<file path="src/rtl/counter_sweep_ctrl.sv">
// Command generator for the up/down counter: after an accepted start it sweeps
// a count 0 -> limit -> 0 for the requested number of sweeps, then pulses done.
module counter_sweep_ctrl #(
  parameter int N   = 8,
  parameter int S_W = 8
) (
  input  logic           clock,
  input  logic           reset,
  input  logic           start,
  input  logic           stop,
  input  logic           hold,
  input  logic [N-1:0]   limit,
  input  logic [S_W-1:0] sweeps,
  output logic [N-1:0]   count,
  output logic           dir,
  output logic           busy,
  output logic           at_peak,
  output logic           done,
  output logic           err
);

  typedef enum logic [1:0] {IDLE, UP, DOWN, DONE} state_t;

  localparam logic [N-1:0]   CNT_ONE  = N'(1);
  localparam logic [S_W-1:0] LEFT_ONE = S_W'(1);

  state_t         state_q, state_d;
  logic [N-1:0]   count_q, count_d;
  logic [N-1:0]   limit_q, limit_d;
  logic [S_W-1:0] left_q,  left_d;
  logic           dir_q,   dir_d;
  logic           busy_q,  busy_d;
  logic           done_q,  done_d;
  logic           err_q,   err_d;

  always_comb begin
    // NOTE: every signal gets a default before the case so no path leaves it unassigned (no latches).
    state_d = state_q;
    count_d = count_q;
    limit_d = limit_q;
    left_d  = left_q;
    dir_d   = dir_q;
    done_d  = 1'b0;
    err_d   = 1'b0;

    if (stop) begin
      state_d = IDLE;
      count_d = '0;
      dir_d   = 1'b0;
    end else begin
      unique case (state_q)
        IDLE: begin
          if (start) begin
            if (limit != '0 && sweeps != '0) begin
              limit_d = limit;
              left_d  = sweeps;
              state_d = UP;
              count_d = '0;
              dir_d   = 1'b0;
            end else begin
              err_d = 1'b1;
            end
          end
        end
        UP: begin
          if (!hold) begin
            // Turning at limit_q (not at overflow) keeps limit = 2^N-1 legal.
            if (count_q != limit_q) begin
              count_d = count_q + CNT_ONE;
            end else begin
              state_d = DOWN;
              dir_d   = 1'b1;
              count_d = limit_q - CNT_ONE;
            end
          end
        end
        DOWN: begin
          if (!hold) begin
            if (count_q != '0) begin
              count_d = count_q - CNT_ONE;
            end else if (left_q > LEFT_ONE) begin
              left_d  = left_q - LEFT_ONE;
              state_d = UP;
              dir_d   = 1'b0;
              count_d = CNT_ONE;
            end else begin
              // done_q is high exactly for the cycle spent in DONE.
              state_d = DONE;
              done_d  = 1'b1;
              dir_d   = 1'b0;
              count_d = '0;
            end
          end
        end
        DONE: begin
          state_d = IDLE;
          count_d = '0;
          dir_d   = 1'b0;
        end
        default: state_d = IDLE;
      endcase
    end

    busy_d = (state_d == UP) || (state_d == DOWN);
  end

  always_ff @(posedge clock) begin
    // NOTE: sequential state uses non-blocking assignments so all flops update together.
    if (reset) begin
      state_q <= IDLE;
      count_q <= '0;
      limit_q <= '0;
      left_q  <= '0;
      dir_q   <= 1'b0;
      busy_q  <= 1'b0;
      done_q  <= 1'b0;
      err_q   <= 1'b0;
    end else begin
      state_q <= state_d;
      count_q <= count_d;
      limit_q <= limit_d;
      left_q  <= left_d;
      dir_q   <= dir_d;
      busy_q  <= busy_d;
      done_q  <= done_d;
      err_q   <= err_d;
    end
  end

  assign count   = count_q;
  assign dir     = dir_q;
  assign busy    = busy_q;
  assign done    = done_q;
  assign err     = err_q;
  assign at_peak = busy_q && (count_q == limit_q);

endmodule

</file>
<file path="config.mk">
export PLATFORM = sky130hd
export DESIGN_NAME = counter_sweep_ctrl
export DESIGN_NICKNAME = d
export VERILOG_FILES = /design/src/rtl/counter_sweep_ctrl.sv
export SDC_FILE = /design/constraint.sdc
export NUM_CORES = 1
export LEC_CHECK = 0
export BUFFER_PORTS_ARGS = -buffer_cell sky130_fd_sc_hd__buf_4
export CORE_MARGIN = 10
export CORE_UTILIZATION = 40
export DETAILED_ROUTE_END_ITERATION = 10
export PLACE_DENSITY = 0.69
export SLEW_MARGIN = 25
export SYNTH_ARGS = -nofsm -noshare
export SYNTH_HDL_FRONTEND = slang
export SYNTH_SLANG_ARGS = --single-unit
export TNS_END_PERCENT = 20
</file>
<file path="constraint.sdc">
create_clock -name clock -period 3.55 [get_ports clock]
set_input_delay 0.5325 -clock clock [delete_from_list [all_inputs] [get_ports clock]]
set_output_delay 0.5325 -clock clock [all_outputs]
set_load 0.05 [all_outputs]
</file>
==> impl_metrics.toml <==
[yosys]
ys_warn_count = 0
synth_edf_count = 0
synth_top_area_share_pct = 25.9
avgSynthCellArea_um2 = 7.84
syn_nets = 325
synth_ff_type = "dfxtp_1"
syn_area_mm2 = 0.00232
ys_types = 55
synthTopCellsByArea = "dfxtp_1 26%, mux2i_1 8.6%, xor2_1 5.7%"
yosys.area.top_type = "dfxtp_1"
async_flop_share_pct = 0
ys_seq_area_share_pct = 25.9
ys_seq_elements = 30
syn_inst = 296

[clocking]
tritoncts = "done"
htree_levels = 2
cts-root-buf = "clkbuf_8"
cts_made_buffers = 5
insertion_delay_ps = 290
post_cts_buffers = 0
cts.clk_slew.worst_paths_ps = 70
ctsHoldBuffers = 0
clock_path_buffers = 2
post_cts_resized = 0
cts_num_sinks = 30

[final_layout]
final_cells = 393
final_area_mm2 = 0.00269
final_cell_mix = "35 x buf_4, 30 x dfxtp_1, 29 x nor2_1"
num_antenna_cells = 0
syn2layout_area_growth_pct = 15.9
drive_above_1_share_pct = 18.1
n_fill_cell = 571
mostFrequentLayoutCell = "buf_4"
fin_nets = 349

[critical_path]
crit_start = "count[6]"
cp_slowest_cell = "dfxtp_1"
crit_cells = 6
critPathLaunchType = "flop"
reg2reg_depth = 6
end_kind = "primary output"
critPathKind = "reg2out"
max_stage_delay_ps = 540
cp.arrival_ps = 2270
rr_startpoint = "state_q[1]"
path_max_fanout = 9
crit_required_ps = 3020
crit_buf_inv = 2
crit_family = "simple AND/OR/NAND/NOR gates"
cp_cell_sequence = "xor2_1, nor4_1, nand3_1, inv_1, and2_1, buf_4"

[placement]
placed_cell_area_mm2 = 0.00260
place_congestion = 0.909
place_hpwl_mm = 4.68
io_buffers = 33
dpl.cell_count = 385

[drt]
dr.first_iter.drc_count = 204
viasPerCell = 5.67
ant_nets = 0
routedWlPerCell_um = 15.4
drt-pass1-iter-count = 5
vias = 2230
wl_mm = 6.04
drc = 0

[power_and_ir_drop]
switching_power_mw = 0.305
p_int_mw = 0.619
power_frac_comb_pct = 28.8
peakVddDrop_mv = 0.151
switching_share_pct = 33.0
p_clk_share_pct = 31.3
p_leak_nw = 1.20
p_per_area_mw_per_mm2 = 344
p_seq_share_pct = 39.9

[timing]
slew_viol_final = 0
hold_viol = 0
setup_tns_ps = 0
finalClockSkew_ps = 7.89
relSlewSlack_pct = 58.2
setup_viol = 0
fin_crit_ps = 2800
worst_slew_pin_slew_ps = 622
rsz0062_at_grt = "false"
fmax_ghz = 0.357
period_share_pct = 79.0

[grt]
grt_pass1_vias = 2092
grt_first_pass_wirelength_mm = 10.3
grt_max_degree = 28
antenna_found_initial = 0
grt_usage_pct = 13.9
grt_overflow_total = 0

[floorplan]
fp.dieH_um = 96.2
start_util_pct = 41.6
rows = 27
dieArea_mm2 = 0.00925
fp.coreArea_mm2 = 0.00557
chipWidth_um = 96.2
num_io_pins = 34

[hold_path]
hp-class = "reg2reg"
min_path_cells = 2
hp-start = "left_q[1]"

[flow_run]
cap_viol_max_count = 0

[outcome]
status = "complete, no violations"
==> metrics by stage <==
step / setup slack, ps / hold slack [ps] / power (mW) / utilization [%]
after CTS: 710 / 482 / 0.933 / 48.2
after global routing: 516 / 487 / 0.985 / 48.2
after global placement: 1070 / 461 / 0.639 / 46.6
after floorplan: 816 / 445 / 0.569 / -
final: 745 / 479 / 0.924 / 48.2
after detailed placement: 1040 / 471 / 0.641 / 46.6
==> state kept, by name (all words and copies together), names as in the netlist <==
register  cells
count         8
err           1
limit_q       8
busy          1
dir           1
state_q       2
left_q        8
done          1
==> synthesized netlist by cell type, types with 2 or more instances <==
| cell type | count |
|---|---|
| clkbuf_1 | 12 |
| nand2b_1 | 5 |
| or4_4 | 4 |
| nor2b_1 | 6 |
| xnor2_1 | 5 |
| ha_1 | 8 |
| inv_1 | 18 |
| and2_1 | 2 |
| dfxtp_1 | 30 |
| nand3_1 | 17 |
| nor3b_1 | 2 |
| xor2_1 | 15 |
| o31ai_1 | 4 |
| a21oi_1 | 17 |
| or2_2 | 3 |
| o22ai_1 | 4 |
| mux2i_1 | 20 |
| and3_1 | 4 |
| and4_1 | 2 |
| nor2_1 | 29 |
| nor4_1 | 3 |
| buf_2 | 5 |
| nor3_1 | 9 |
| o21ai_0 | 6 |
| o32ai_1 | 4 |
| nand2_1 | 26 |
| a31oi_1 | 6 |
| nor2_8 | 2 |
| a2bb2oi_1 | 2 |
==> logic make-up after synthesis <==
logic type	after synthesis	synth area share, %
multiplexers	20	8.63
buffers and inverters	36	6.15
AND/OR/NAND/NOR	123	29.6
AO/OA/AOI/OAI	59	17.9
adder cells (fa/ha/maj)	8	4.32
flip-flops	30	25.9
XOR/XNOR	20	7.55
==> worst register-to-register path: cells and delay by family (launching register included) <==
kind | cells | cell delay, ps
compound gates | 2 | 730
fa+ha+maj | 1 | 380
buf+inv | 1 | 110
flops | 1 | 380
simple gates | 2 | 730
==> power groups by stage <==
stage | logic, mW | clock network [mW] | registers, mW
2_1_floorplan | 0.192 | 0 | 0.377
3_3_place_gp | 0.263 | 0 | 0.376
3_5_place_dp | 0.265 | 0 | 0.376
4_1_cts | 0.265 | 0.299 | 0.368
5_1_grt | 0.295 | 0.318 | 0.371
6_report | 0.266 | 0.290 | 0.369
==> metal layers <==
metal / GRT usage (%) / up-vias / part of all wire (%)
met5: 0 / - / 0
met4: 5.41 / 0 / 1.4
met3: 3.50 / 8 / 8.4
met2: 20.9 / 87 / 45
met1: 18.6 / 1028 / 45
li1: - / 1107 / -
==> layout make-up <==
| class | instances | area (µm²) | area share, % |
|---|---|---|---|
| Sequential cell | 30 | 601 | 22.3 |
| Inverter | 18 | 67.6 | 2.51 |
| Tap cell | 72 | 90.1 | 3.35 |
| Clock inverter | 1 | 5.00 | 0.186 |
| Multi-Input combinational cell | 230 | 1580 | 58.6 |
| Clock buffer | 7 | 86.3 | 3.21 |
| Timing Repair Buffer | 35 | 263 | 9.77 |
==> path summary, 6_finish.rpt <==
path | end | slack, ps
worst max-delay path | at_peak | 750
worst max register to register | count[3] | 1130
worst min register to register | left_q[1] | 480
worst min-delay path | left_q[1] | 480
(Power assumes the default switching activity.)
